**config.mk**
```make
export PLATFORM = sky130hd
export DESIGN_NAME = pdm_demod
export DESIGN_NICKNAME = d
export VERILOG_FILES = /design/src/rtl/synth_pkg.sv /design/src/rtl/cic2_decim.sv /design/src/rtl/pdm_demod.sv
export SDC_FILE = /design/constraint.sdc
export NUM_CORES = 1
export LEC_CHECK = 0
export CORE_MARGIN = 1.5
export CORE_UTILIZATION = 43
export CTS_BUF_LIST = sky130_fd_sc_hd__clkbuf_4 sky130_fd_sc_hd__clkbuf_8 sky130_fd_sc_hd__clkbuf_16
export DETAILED_ROUTE_END_ITERATION = 6
export PLACE_DENSITY_LB_ADDON = 0.08
export SYNTH_ARGS = -nofsm -noshare
export SYNTH_HDL_FRONTEND = slang
export SYNTH_HIERARCHICAL = 1
export SYNTH_SLANG_ARGS = --single-unit
```
**constraint.sdc**
```tcl
create_clock -name clk -period 9.2 [get_ports clk]
set_input_delay 1.84 -clock clk [delete_from_list [all_inputs] [get_ports clk]]
set_output_delay 1.84 -clock clk [all_outputs]
set_load 0.1 [all_outputs]
```
**src/rtl/synth_pkg.sv**
```systemverilog
// ---------------------------------------------------------------------------
// synth_pkg: widths, CIC constants and saturation shared by the PCM blocks. rev 1.0
// ---------------------------------------------------------------------------
`default_nettype none

package synth_pkg;

  localparam int NBITS     = 10;
  localparam int CIC_R     = 32;
  localparam int CIC_W     = 11;
  localparam int CIC_RBITS = $clog2(CIC_R);

  localparam logic [NBITS-1:0] SAT_MAX = 10'd1023;

  typedef logic [CIC_W-1:0] cic_word_t;

  typedef enum logic [1:0] {
    WARM_SKIP0 = 2'd0,
    WARM_SKIP1 = 2'd1,
    WARM_RUN   = 2'd2
  } warm_state_t;

  // Full-scale input lands exactly on 1024, one past the PCM range.
  function automatic logic [NBITS-1:0] saturate(input cic_word_t v);
    return (v > CIC_W'(SAT_MAX)) ? SAT_MAX : v[NBITS-1:0];
  endfunction

endpackage

`default_nettype wire

```
**src/rtl/cic2_decim.sv**
```systemverilog
// ---------------------------------------------------------------------------
// cic2_decim: 2nd-order CIC decimator (R=32, M=1) on a 1-bit input stream. rev 1.0
// ---------------------------------------------------------------------------
`default_nettype none

module cic2_decim
  import synth_pkg::*;
(
  input  logic      clk,
  input  logic      rst_n,
  input  logic      clr,
  input  logic      bit_in,
  input  logic      strobe,
  output cic_word_t result,
  output logic      valid
);

  cic_word_t            i1;
  cic_word_t            i2;
  cic_word_t            d1;
  cic_word_t            d2;
  cic_word_t            c1;
  logic [CIC_RBITS-1:0] bit_cnt;
  logic                 dec_strobe;
  logic                 dec_pend;

  assign dec_strobe = strobe && (bit_cnt == CIC_RBITS'(CIC_R - 1));

  // Modular wrap of the integrators cancels in the comb differences.
  assign c1     = i2 - d1;
  assign result = c1 - d2;
  assign valid  = dec_pend;

  always_ff @(posedge clk or negedge rst_n) begin
    if (!rst_n) begin
      i1       <= '0;
      i2       <= '0;
      d1       <= '0;
      d2       <= '0;
      bit_cnt  <= '0;
      dec_pend <= 1'b0;
    end else if (clr) begin
      i1       <= '0;
      i2       <= '0;
      d1       <= '0;
      d2       <= '0;
      bit_cnt  <= '0;
      dec_pend <= 1'b0;
    end else begin
      dec_pend <= dec_strobe;
      if (strobe) begin
        i1      <= i1 + CIC_W'(bit_in);
        i2      <= i2 + i1;
        bit_cnt <= bit_cnt + CIC_RBITS'(1);
      end
      if (dec_pend) begin
        d1 <= i2;
        d2 <= c1;
      end
    end
  end

endmodule

`default_nettype wire

```
**src/rtl/pdm_demod.sv**
```systemverilog
// ---------------------------------------------------------------------------
// pdm_demod: PDM microphone clock generator and CIC decoder to 10-bit PCM. rev 1.0
// ---------------------------------------------------------------------------
`default_nettype none

module pdm_demod
  import synth_pkg::*;
#(
  parameter int CLK_HALF_DIV = 20
) (
  input  logic             clk,
  input  logic             rst_n,
  input  logic             en,
  output logic             pdm_clk,
  input  logic             pdm_data,
  output logic [NBITS-1:0] sample,
  output logic             sample_valid
);

  localparam int               DIV_W    = (CLK_HALF_DIV > 1) ? $clog2(CLK_HALF_DIV) : 1;
  localparam logic [DIV_W-1:0] DIV_LAST = DIV_W'(CLK_HALF_DIV - 1);

  logic [DIV_W-1:0] div_cnt;
  logic [1:0]       sync_ff;
  logic             div_wrap;
  logic             bit_strobe;
  logic             cic_clr;
  cic_word_t        cic_result;
  logic             cic_valid;
  warm_state_t      warm_state;

  assign div_wrap   = (div_cnt == DIV_LAST);
  // The captured bit is whatever the synchronizer holds as pdm_clk is driven high.
  assign bit_strobe = en && div_wrap && !pdm_clk;
  assign cic_clr    = !en;

  always_ff @(posedge clk or negedge rst_n) begin
    if (!rst_n) begin
      div_cnt <= '0;
      pdm_clk <= 1'b0;
    end else if (!en) begin
      div_cnt <= '0;
      pdm_clk <= 1'b0;
    end else if (div_wrap) begin
      div_cnt <= '0;
      pdm_clk <= !pdm_clk;
    end else begin
      div_cnt <= div_cnt + DIV_W'(1);
    end
  end

  always_ff @(posedge clk or negedge rst_n) begin
    if (!rst_n) begin
      sync_ff <= '0;
    end else begin
      sync_ff <= {sync_ff[0], pdm_data};
    end
  end

  cic2_decim u_cic (
    .clk    (clk),
    .rst_n  (rst_n),
    .clr    (cic_clr),
    .bit_in (sync_ff[1]),
    .strobe (bit_strobe),
    .result (cic_result),
    .valid  (cic_valid)
  );

  // The first two outputs come from a partly filled comb history.
  always_ff @(posedge clk or negedge rst_n) begin
    if (!rst_n) begin
      warm_state   <= WARM_SKIP0;
      sample       <= '0;
      sample_valid <= 1'b0;
    end else begin
      sample_valid <= 1'b0;
      if (!en) begin
        warm_state <= WARM_SKIP0;
      end else if (cic_valid) begin
        case (warm_state)
          WARM_SKIP0: warm_state <= WARM_SKIP1;
          WARM_SKIP1: warm_state <= WARM_RUN;
          WARM_RUN: begin
            sample       <= saturate(cic_result);
            sample_valid <= 1'b1;
          end
          default:    warm_state <= WARM_SKIP0;
        endcase
      end
    end
  end

endmodule

`default_nettype wire

```
## After elaboration in Yosys (flattened, before gate mapping)

Index checks and enable logic that the tools add are counted.

- Bits in writable memories: 0
- Register bits: 71
- Latch bits: 0
- ROM bits: 0
- Memories: 0
- Word-level logic and storage cells: 56
- Input bits: 4

- Order comparisons: 1
- Reductions and logical operators: 7
- Divide/modulo/power cells: 0
- Shifts and indexed selects: 0
- Bitwise logic cells: 0
- $add $sub $neg: 6
- $mul: 0
- Mux-type cells: 22
- Equal/unequal tests: 8

Operators by type and width:

| cell | number |
|---|---|
| $mux 11 | 8 |
| $sub 11x11->11 | 2 |
| $mux 5 | 4 |
| $add 11x1->11 | 1 |
| $add 11x11->11 | 1 |
| $gt 11x10->1 const B | 1 |
| $add 5x1->5 const B | 2 |
| $eq 5x5->1 const B | 2 |
| $mux 10 | 1 |
| $mux 1 | 6 |
| $ne 2x1->1 const B | 3 |
| $pmux 2 s3 | 1 |
| $mux 2 | 2 |
| $logic_and 1x1->1 | 3 |
| $reduce_and 3->1 | 1 |
| $eq 2x1->1 const B | 1 |
| $eq 2x2->1 const B | 1 |
| $logic_not 2->1 | 1 |
| $ne 2x2->1 const B | 1 |
| $reduce_and 2->1 | 1 |
| $logic_not 1->1 | 1 |

## Logic depth before layout (Yosys ltp)

Gate-level depths: netlist (run 1).

- Depth in word-level cells: 5
- Gate-level depth with buffers: 19
- Gate-level depth less buffers: 17

## Cells and area by module

Netlist (run 1), hierarchy kept.

Modules (own cells, without submodules):

| module | area each (um^2) | cells each | times used |
|---|---|---|---|
| cic2_decim | 3788.6 | 420 | 1 |
| pdm_demod | 910.9 | 84 | 1 |

## Least setup slack after synthesis (run 1)

Ideal clock, no wire load.

- Path type: register -> register
- From: register u_cic.i2[0]
- To: register sample[7]
- Cell stages (with the launch flop): 18
- Path buffers: 1
- Required time: 9.126 ns
- Setup slack: 5.684 ns
- Data arrival time: 3.442 ns
- Cells stage by stage: dfrtp_1 inv_1 ha_1 inv_1 fa_1 a21o_1 and4_1 or3_1 and2_1 ha_1 o21ai_0 nor2b_1 or3_1 o211ai_1 xnor2_1 buf_1 nor2_1 o21ai_2

- Word-level cells in the longest chain between the ends: 4

RTL lines:

| element | RTL line | text |
|---|---|---|
| start, declared | cic2_decim.sv:19 | `cic_word_t i2;` |
| start signal, assigned | cic2_decim.sv:53 | `i2 <= i2 + i1;` |
| $sub 11x11->11 | cic2_decim.sv:30 | `assign c1 = i2 - d1;` |
| $sub 11x11->11 | cic2_decim.sv:31 | `assign result = c1 - d2;` |
| named net cic_result[10] | pdm_demod.sv:28 | `cic_word_t cic_result;` |
| $gt 11x10->1 | synth_pkg.sv:25 | `return (v > CIC_W'(SAT_MAX)) ? SAT_MAX : v[NBITS-1:0];` |
| $mux 10 | synth_pkg.sv:25 |  |
| end signal, assigned | pdm_demod.sv:85 | `sample <= saturate(cic_result);` |
| end, declared | pdm_demod.sv:16 | `output logic [NBITS-1:0] sample,` |

The timed path passes the listed nets, and every way through them passes these cells.
A chain may end at the register's enable or synchronous reset.

## Worst setup path after layout (run 1)

- From: register u_cic.i2[0]
- To: register sample[8]

Same word-level chain as after synthesis.

==> results of run 1 <==
## flip-flops by register name, summed over array words and instances, names as in the netlist
register and count:
div_cnt 5, pdm_clk 1, sample 10, sample_valid 1
sync_ff 2, u_cic/bit_cnt 5, u_cic/d1 11, u_cic/d2 11
u_cic/i1 11, u_cic/i2 11, u_cic/valid 1, warm_state 2
## power by group through the flow
stage | logic (mW) | registers [mW] | clock network (mW)
floorplan | 0.00602 | 0.320 | 0
global placement | 0.0155 | 0.320 | 0
detailed placement | 0.0157 | 0.321 | 0
CTS | 0.0158 | 0.314 | 0.251
global route | 0.0174 | 0.315 | 0.261
finish | 0.0149 | 0.314 | 0.238
## area by class of cell
cell class                      instances  area, um^2
Inverter                               36         135
Sequential cell                        71        1780
Clock inverter                          2        15.0
Fill cell                            1030        5340
Multi-Input combinational cell        377        2690
Tap cell                              136         170
Timing Repair Buffer                   18         170
Clock buffer                           13         173
## critical path, delay by kind of cell, from the launching register on
kind                     cells  cell delay (ns)
AND/OR/NAND/NOR              6             1.35
flip-flops                   1             0.43
adder cells (fa/ha/maj)      3             0.75
buffers and inverters        2             0.13
AO/OA/AOI/OAI                4             0.66
XOR/XNOR                     1             0.62
## stage by stage
| stage | utilization, % | hold WS (ns) | worst slack, ns |
|---|---|---|---|
| CTS | 49.0 | 0.367 | 5.12 |
| floorplan | - | 0.331 | 5.68 |
| global placement | 47.2 | 0.340 | 4.95 |
| finish | 49.0 | 0.367 | 5.17 |
| detailed placement | 47.2 | 0.338 | 4.83 |
| global route | 49.0 | 0.368 | 4.84 |
## metal layers
metal  up-vias  global-route usage [%]
met1      1680                    21.0
met2        40                    30.8
met3        12                    3.57
met4         0                    5.64
met5         -                       0
li1       1800                       -
## layout by cell type, fill, tap and decap left out, drive strengths merged, types with 6 or more instances in the layout
| master | synthesis | routed |
|---|---|---|
| a211oi | 9 | 9 |
| o21ai | 28 | 28 |
| xor2 | 18 | 18 |
| nand3 | 16 | 16 |
| clkdlybuf4s50 | 0 | 14 |
| and3 | 6 | 6 |
| inv | 36 | 36 |
| clkbuf | 8 | 13 |
| nand2 | 24 | 24 |
| nand4 | 9 | 9 |
| nand2b | 6 | 6 |
| nor2 | 68 | 68 |
| a21oi | 23 | 23 |
| or3 | 6 | 6 |
| ha | 35 | 35 |
| nor2b | 11 | 11 |
| dfrtp | 71 | 71 |
| a21o | 7 | 7 |
| xnor2 | 13 | 13 |
| mux2i | 24 | 24 |
## cells by family (layout without fill, tap and decap cells)
family | count (synthesis) | after routing
compound gates | 106 | 106
mux | 24 | 24
buf+inv | 56 | 69
flops | 71 | 71
xor+xnor | 31 | 31
simple gates | 178 | 178
fa+ha+maj | 38 | 38
## worst paths after layout
check | slack [ns] | cells after the start | from | to
max in group asynchronous | 6.98 | 1 | rst_n | u_cic/d2[5]
min in group asynchronous | 1.61 | 1 | rst_n | div_cnt[1]
worst min register to register | 0.37 | 0 | sync_ff[0] | sync_ff[1]
worst max register to register | 5.17 | 16 | u_cic/i2[0] | sample[8]
worst max-delay path | 5.17 | 16 | u_cic/i2[0] | sample[8]
worst min-delay path | 0.37 | 0 | sync_ff[0] | sync_ff[1]
==> out/metrics.cfg, run 1 <==
[grt]
grt-ovfl-total = 0
grt_usage_pct = 17.4
grt_max_degree = 72
grt_pass1_vias = 3442
antenna_found_initial = 0
grt_pass1_wl_mm = 16.0

[logic_synthesis]
synth_area_leader_cell = dfrtp_1
synth_fp_nets = 546
synth_compound_area_share_pct = 15.8
synthTopCellsByCount = dfrtp_1 (71), nor2_1 (68), inv_1 (36)
synth_area_mm2 = 0.00470
postSynth.asyncResetShare_pct = 100
muxShareOfSynthArea_pct = 5.11
synth.top_cells.by_area = dfrtp_1 (38%), ha_1 (9.3%), nor2_1 (5.4%)
synth_most_common_cell = dfrtp_1
synth_top_family_by_area = simple AND/OR/NAND/NOR gates
synthAdderAreaFrac_pct = 10.6
ys_seq_area_share_pct = 37.8
synth-main-ff-cell = dfrtp_1
ys_seq_elements = 71
avgSynthCellArea_um2 = 9.32
yosys.area.top_type_share_pct = 37.8
ys_warn_count = 6
synthXorXnorAreaFrac_pct = 5.78
syn_inst = 504
synth_edf_count = 0
synthSimpleGateAreaFrac_pct = 19.8
ys_types = 66

[drt]
drt_pass1_iterations = 4
wl_per_cell_um = 14.4
wirelength_met1_mm = 4.40
drc = 0
top_layer = met4
drtIter0Drc = 108
wl_met3_um = 232
via_per_inst = 5.41
vias = 3532
finalWirelength_mm = 9.41
postRouteAntennaNets = 0
met2_length_mm = 4.65

[clock_tree]
cts-resized-gates = 0
clk_latency_ns = 0.35
clkSlewWorstSetupHoldPaths_ns = 0.08
cts_buffer_depth = 2
root_buffer = clkbuf_8
htreeDepth = 3
cts_buffers = 9
cts_tree = done
cts.sinks = 71
postCtsHoldBufs = 0
cts_setup_buffers = 0

[power]
pwr-share-comb_pct = 2.6
vdd_ir_drop_max_mv = 0.0654
p_int_mw = 0.438
seqPwrFrac_pct = 55.4
finalPower_mw = 0.568
p_leak_nw = 2.26
clockPowerShare_pct = 42.0
p_sw_share_pct = 22.8
p_sw_mw = 0.130
powerDensity_mw_per_mm2 = 111

[sta]
min_period_over_period_pct = 43.8
min_period_ns = 4.03
finalSetupTns_ns = 0
finalClockSkew_ns = 0.0109
drv_slew = 0
hold_viol_final = 0
max_freq_mhz = 248
rsz0062_at_grt = false
tightest_slew_ns = 0.969
setup_viol = 0
slew_headroom_pct = 35.2

[critical_path]
arrival_ns = 4.29
critPathMaxStageDelay_ns = 0.62
critPathCaptureType = flip-flop
crit_path_top_delay_cell = xnor2_1
crit_fanout = 10
critPathMostFrequentCell = or3_1
path_class = flip-flop to flip-flop
worstPathCellList = inv_1, ha_1, inv_1, fa_1, a21o_1, and4_1, or3_1, and2_1, ha_1, or3_1, a21oi_1, or3_1, o211ai_1, xnor2_1, nor2_1, o21ai_2
startpoint_type = flip-flop
critical_path_required_ns = 9.47

[run_status]
status = completed

[floorplan]
num_rows = 37
dieArea_mm2 = 0.0116
coreArea_mm2 = 0.0105
die_y_um = 108
die_w_um = 108
initial_utilization_pct = 44.9
ios = 16

[final_layout]
n_antenna_cell = 0
final_area_mm2 = 0.00513
drive_above_1_share_pct = 8.12
finalNonFillerCells = 653
nets = 555
area_growth_pct = 9.11

[worst_hold_path]
worstHoldPathType = flip-flop to flip-flop

[placement]
dpl.hpwl_mm = 6.54
port_buffers = 15
dpl_cell_area_mm2 = 0.00494
gp_congestion = 0.812
dpl.cell_count = 638

[run]
max_cap_violations = 0

No activity file was read; power rests on OpenSTA's default activity.
==> run 2: changes to the inputs <==
==> constraint.sdc (replaced) <==
create_clock -name clk -period 3.3 [get_ports clk]
set_input_delay 0.66 -clock clk [delete_from_list [all_inputs] [get_ports clk]]
set_output_delay 0.66 -clock clk [all_outputs]
set_load 0.1 [all_outputs]
==> out/metrics.cfg, run 2 (synthesis results as in run 1) <==
[run_status]
status = finished, violations left
violations = setup timing

[drt]
finalWirelength_mm = 9.48  ; +0.67%
postRouteAntennaNets = 0  ; unchanged
via_per_inst = 5.28  ; -2.4%
vias = 3604  ; +2.0%
drt_pass1_iterations = 5  ; +1
wl_per_cell_um = 13.9  ; -3.8%
drc = 0  ; unchanged
drtIter0Drc = 130  ; +20%

[critical_path]
r2r_slack_ns = -0.13  ; -5.30 ns
crit_path_top_delay_cell = dfrtp_1
startpoint_type = flip-flop
worstPathCellList = inv_1, ha_2, inv_2, fa_2, a21o_1, and4_1, or3_4, and2_4, ha_4, o21ai_2, nor2b_4, or3_1, o211ai_1, xnor2_1, buf_4, nor2_2, o21ai_2
worstSetupStartpoint = u_cic/i2[0]
rr_worst_depth = 17  ; +1
critPathCaptureType = flip-flop
critPathMaxStageDelay_ns = 0.39  ; -0.23 ns
critPathMostFrequentCell = o21ai_2
path_class = flip-flop to flip-flop
path_delay_family = simple AND/OR/NAND/NOR gates
worst-path-buf-inv = 3  ; +1
critical_path_required_ns = 3.55  ; -5.92 ns
crit_end = sample[1]
worst-path-stages = 17  ; +1
arrival_ns = 3.68  ; -0.61 ns
worstReg2RegStart = u_cic/i2[0]
crit_fanout = 5  ; -5
reg2reg_to = sample[1]

[clock_tree]
cts.sinks = 71  ; unchanged
cts_tree = done
root_buffer = clkbuf_8
cts_buffer_depth = 2  ; unchanged
cts_buffers = 9  ; unchanged
clkSlewWorstSetupHoldPaths_ns = 0.08  ; about the same
clk_latency_ns = 0.33  ; -0.02 ns
htreeDepth = 3  ; unchanged

[sta]
finalClockSkew_ns = 0.00981  ; -0.00108 ns
holdWs_ns = 0.366  ; -0.000714 ns
max_freq_mhz = 292  ; +18%
slew_headroom_pct = 39.7  ; +4.5 points
min_period_over_period_pct = 104  ; +60 points
setup_viol = 10  ; +10
min_period_ns = 3.43  ; -0.600 ns
tightest_slew_ns = 0.905  ; -0.0644 ns
rsz0062_at_grt = true
hold_viol_final = 0  ; unchanged
drv_slew = 0  ; unchanged
setup_ws_ns = -0.127  ; -5.30 ns

[final_layout]
layout_common_cells = dfrtp_1 (71), nor2_1 (58), buf_4 (45)
seqCellArea_mm2 = 0.00178  ; unchanged
fillCellCount = 1015  ; -1.5%
n_antenna_cell = 0  ; unchanged
area_growth_pct = 17.8
drive_above_1_share_pct = 19.9  ; +12 points
multi_input_area_mm2 = 0.00282  ; +4.8%
final_common_cell = dfrtp_1
nets = 585  ; +5.4%
finalNonFillerCells = 683  ; +4.6%

[floorplan]
die_y_um = 108  ; unchanged
ios = 16  ; unchanged
initial_utilization_pct = 44.9  ; unchanged
coreArea_mm2 = 0.0105  ; unchanged
num_rows = 37  ; unchanged
dieArea_mm2 = 0.0116  ; unchanged
die_w_um = 108  ; unchanged

[grt]
grt_pass1_vias = 3588  ; +4.2%
grt-ovfl-total = 0  ; unchanged
antenna_found_initial = 0  ; unchanged
grt_usage_pct = 17.9  ; +0.57 points
grt_pass1_wl_mm = 16.6  ; +3.5%
grt_max_degree = 72  ; unchanged

[placement]
gp_congestion = 0.753  ; -7.2%
dpl.hpwl_mm = 6.62  ; +1.2%
dpl.cell_count = 662  ; +3.8%
port_buffers = 15  ; unchanged

[worst_hold_path]
worstHoldPathType = flip-flop to flip-flop

[power]
vdd_ir_drop_max_mv = 0.253  ; +290%
p_leak_nw = 2.51  ; +11%
powerDensity_mw_per_mm2 = 328  ; +200%

[run]
max_cap_violations = 0  ; unchanged

## run 2: cell count changes in the layout (fill, tap and decap cells not counted), moves of 2 or more
cell / before / now
nor2_1: 68 / 58
ha_1: 35 / 32
ha_4: 0 / 2
nor2_4: 0 / 3
clkinvlp_4: 2 / 0
buf_4: 4 / 45
or3_4: 0 / 2
clkbuf_8: 12 / 9
nor2_2: 0 / 7
or3_1: 6 / 4
clkdlybuf4s50_1: 14 / 2
bufinv_16: 0 / 4
## run 2: layout make-up
type                    count  share of cell area, %
clock inverters             6                   2.42
flip-flops and latches     71                   32.1
well taps                 136                   3.07
repair buffers             48                   6.83
clock buffers               9                   2.24
inverters                  36                   2.44
multi-input cells         377                   50.9
## run 2: routing by layer
layer	vias to the layer above	global-route usage [%]	part of all wire [%]
met5	-	0	0
met4	0	5.64	0.97
met3	5	2.42	1.9
met2	26	31.7	50
met1	1715	22.6	47
li1	1858	-	-
## run 2: stage by stage
| step | util [%] | setup slack, ns | TNS [ns] | area, um^2 | total power, mW |
|---|---|---|---|---|---|
| 2_1_floorplan | - | -0.0159 | -0.150 | 4710 | 0.910 |
| 3_3_place_gp | 48.9 | -0.0840 | -0.804 | 5110 | 0.937 |
| 3_5_place_dp | 48.9 | -0.153 | -1.39 | 5110 | 0.938 |
| 4_1_cts | 52.0 | -0.151 | -1.39 | 5450 | 1.85 |
| 5_1_grt | 52.9 | -0.306 | -2.87 | 5530 | 1.89 |
| 6_report | 52.9 | -0.127 | -1.17 | 5530 | 1.82 |
## run 2: where the power goes
part	internal, mW	switching (mW)	leakage, nW
sequential	0.873	0.00285	0.985
clock	0.575	0.325	0.129
combinational	0.00824	0.0335	1.39
## run 2: timing repair
| action | in CTS | in global routing |
|---|---|---|
| cloned | 1 | 0 |
| endpoints found under the hold margin | 0 | 0 |
| hold buffers | 0 | 0 |
| endpoints found under the setup margin | 10 | 10 |
| pin swaps | 15 | 12 |
| setup buffers | 2 | 3 |
| gates resized for setup | 17 | 12 |
## run 2: how the worst min path moves through the flow
stage | start | end | depth (start not counted)
after floorplan | sync_ff[0] | sync_ff[1] | 0
after global placement | sync_ff[0] | sync_ff[1] | 0
after detailed placement | sync_ff[0] | sync_ff[1] | 0
after CTS | sync_ff[0] | sync_ff[1] | 0
after global routing | sync_ff[0] | sync_ff[1] | 0
final | sync_ff[0] | sync_ff[1] | 0
==> run 3: changes to the inputs <==
--- a/config.mk
+++ b/config.mk
@@ -5,9 +5,12 @@
 export SDC_FILE = /design/constraint.sdc
 export NUM_CORES = 1
 export LEC_CHECK = 0
+export CELL_PAD_IN_SITES_DETAIL_PLACEMENT = 0
+export CELL_PAD_IN_SITES_GLOBAL_PLACEMENT = 1
 export CORE_MARGIN = 1.5
 export CORE_UTILIZATION = 43
 export CTS_BUF_LIST = sky130_fd_sc_hd__clkbuf_4 sky130_fd_sc_hd__clkbuf_8 sky130_fd_sc_hd__clkbuf_16
+export CTS_CLUSTER_SIZE = 14
 export DETAILED_ROUTE_END_ITERATION = 6
 export PLACE_DENSITY_LB_ADDON = 0.08
 export SYNTH_ARGS = -nofsm -noshare
==> out/metrics.cfg, run 3 (synthesis results as in run 1) <==
[run_status]
status = finished, violations left
violations = setup timing

[clock_tree]
cts_buffers = 9  ; unchanged
root_buffer = clkbuf_8
postCtsHoldBufs = 0  ; unchanged
clkSlewWorstSetupHoldPaths_ns = 0.08  ; about the same
htreeDepth = 3  ; unchanged
cts_tree = done
cts.sinks = 71  ; unchanged
clk_latency_ns = 0.35  ; +0.02 ns
cts_buffer_depth = 2  ; unchanged

[critical_path]
r2r_slack_ns = -0.10  ; +0.02 ns
path_class = flip-flop to flip-flop
worstReg2RegStart = u_cic/i2[0]
worstSetupStartpoint = u_cic/i2[0]
crit_fanout = 5  ; unchanged
critical_path_required_ns = 3.56  ; about the same
arrival_ns = 3.67  ; about the same
startpoint_type = flip-flop
critPathCaptureType = flip-flop

[sta]
hold_viol_final = 0  ; unchanged
slew_headroom_pct = 39.1  ; -0.57 points
drv_slew = 0  ; unchanged
min_period_ns = 3.40  ; -0.0231 ns
max_freq_mhz = 294  ; +0.68%
finalClockSkew_ns = 0.00876  ; -0.00105 ns
setup_ws_ns = -0.104  ; +0.0231 ns
finalSetupTns_ns = -0.916  ; +0.257 ns
min_period_over_period_pct = 103  ; -0.70 points
rsz0062_at_grt = true
setup_viol = 10  ; unchanged
tightest_slew_ns = 0.914  ; +0.00850 ns

[placement]
dpl.cell_count = 665  ; +0.45%
port_buffers = 15  ; unchanged
gp_congestion = 0.795  ; +5.5%
dpl.hpwl_mm = 6.56  ; -0.85%

[power]
powerDensity_mw_per_mm2 = 290  ; -12%
p_leak_nw = 2.56  ; +2.3%
vdd_ir_drop_max_mv = 0.156  ; -39%

[final_layout]
drive_above_1_share_pct = 22.4  ; +2.5 points
fillCellCount = 957  ; -5.7%
finalNonFillerCells = 702  ; +2.8%
n_antenna_cell = 0  ; unchanged
layout_common_cells = dfrtp_1 (71), nor2_1 (60), buf_4 (57)
area_growth_pct = 19.5
seqCellArea_mm2 = 0.00178  ; unchanged
multi_input_area_mm2 = 0.00280  ; -0.71%
nets = 603  ; +3.1%
final_common_cell = dfrtp_1

[grt]
grt_util_met1_pct = 22.7  ; +0.13 points
grt_usage_pct = 18.7  ; +0.74 points
grt-ovfl-total = 0  ; unchanged
grt_max_degree = 72  ; unchanged
grt_pass1_vias = 3734  ; +4.1%
grtUsageMet2_pct = 32.9  ; +1.2 points
antenna_found_initial = 0  ; unchanged
grt_util_met3_pct = 3.45  ; +1.0 points
grt_pass1_wl_mm = 17.1  ; +3.4%
top_usage_layer = met2

[worst_hold_path]
hp-start = sync_ff[0]
worstHoldPathType = flip-flop to flip-flop

[floorplan]
coreArea_mm2 = 0.0105  ; unchanged
num_rows = 37  ; unchanged
die_y_um = 108  ; unchanged
ios = 16  ; unchanged
dieArea_mm2 = 0.0116  ; unchanged
initial_utilization_pct = 44.9  ; unchanged
die_w_um = 108  ; unchanged

[run]
max_cap_violations = 0  ; unchanged

[drt]
vias = 3704  ; +2.8%
drc = 0  ; unchanged
drt_pass1_iterations = 4  ; -1
postRouteAntennaNets = 0  ; unchanged
via_per_inst = 5.28  ; about the same
finalWirelength_mm = 9.86  ; +4.0%
wl_per_cell_um = 14.0  ; +1.2%
drtIter0Drc = 135  ; +3.8%

run 3: cell types whose count changed in the layout (fill, tap and decap cells not counted), sizes merged:
cell	before	now
bufinv	4	1
clkbuf	9	11
clkinv	2	1
clkinvlp	0	3
buf	46	64
run 3: per-layer routing:
metal | up-vias | wire (um)
met5 | - | 0
met4 | 0 | 129
met3 | 10 | 211
met2 | 39 | 5000
met1 | 1753 | 4520
li1 | 1902 | -
run 3: layout make-up:
class | count | share of cell area (%)
clock buffers | 11 | 2.58
clock inverters | 5 | 1.02
inverters | 36 | 2.41
multi-input cells | 377 | 49.8
flip-flops and latches | 71 | 31.6
well taps | 136 | 3.03
repair buffers | 66 | 9.53
run 3: power breakdown:
part           total, mW  internal [mW]  switching (mW)  leakage [nW]
clock network      0.713          0.377           0.337        0.0950
registers          0.876          0.873         0.00294         0.985
logic             0.0418        0.00821          0.0336          1.48
run 3: metrics by stage:
step	cell area (um^2)	setup slack (ns)	total power [mW]	util, %	hold slack, ns
after floorplan	4710	-0.0159	0.910	-	0.331
final	5620	-0.104	1.63	53.7	0.364
after detailed placement	5140	-0.140	0.937	49.1	0.345
after global routing	5620	-0.316	1.71	53.7	0.376
after CTS	5580	-0.148	1.66	53.3	0.365
after global placement	5140	-0.0960	0.936	49.1	0.334
run 3: critical path: stages, from the launching register on:
cell and delay [ns]:
dfrtp_1 0.38, inv_1 0.06, ha_2 0.18, inv_2 0.04, fa_2 0.32, a21o_1 0.21
buf_6 0.12, nand4_1 0.16, nand2_2 0.11, a31oi_4 0.24, xnor2_2 0.12, ha_4 0.30
nand4_1 0.07, or3_1 0.37, o211ai_1 0.10, xnor2_1 0.18, buf_4 0.19, nor2_2 0.04
o21ai_1 0.12
run 3: final timing paths:
kind	cells past startpoint	to
max	18	sample[9]
min	0	sync_ff[1]
max reg2reg	18	sample[9]
min reg2reg	0	sync_ff[1]
max in group asynchronous	1	u_cic/i1[3]
min in group asynchronous	1	div_cnt[3]
run 3: what timing repair did:
action / 4_1_cts / 5_1_grt
endpoints found under the setup margin: 10 / 11
resized for setup: 20 / 10
setup buffers: 22 / 1
gates cloned: 1 / 0
pin swaps: 16 / 10
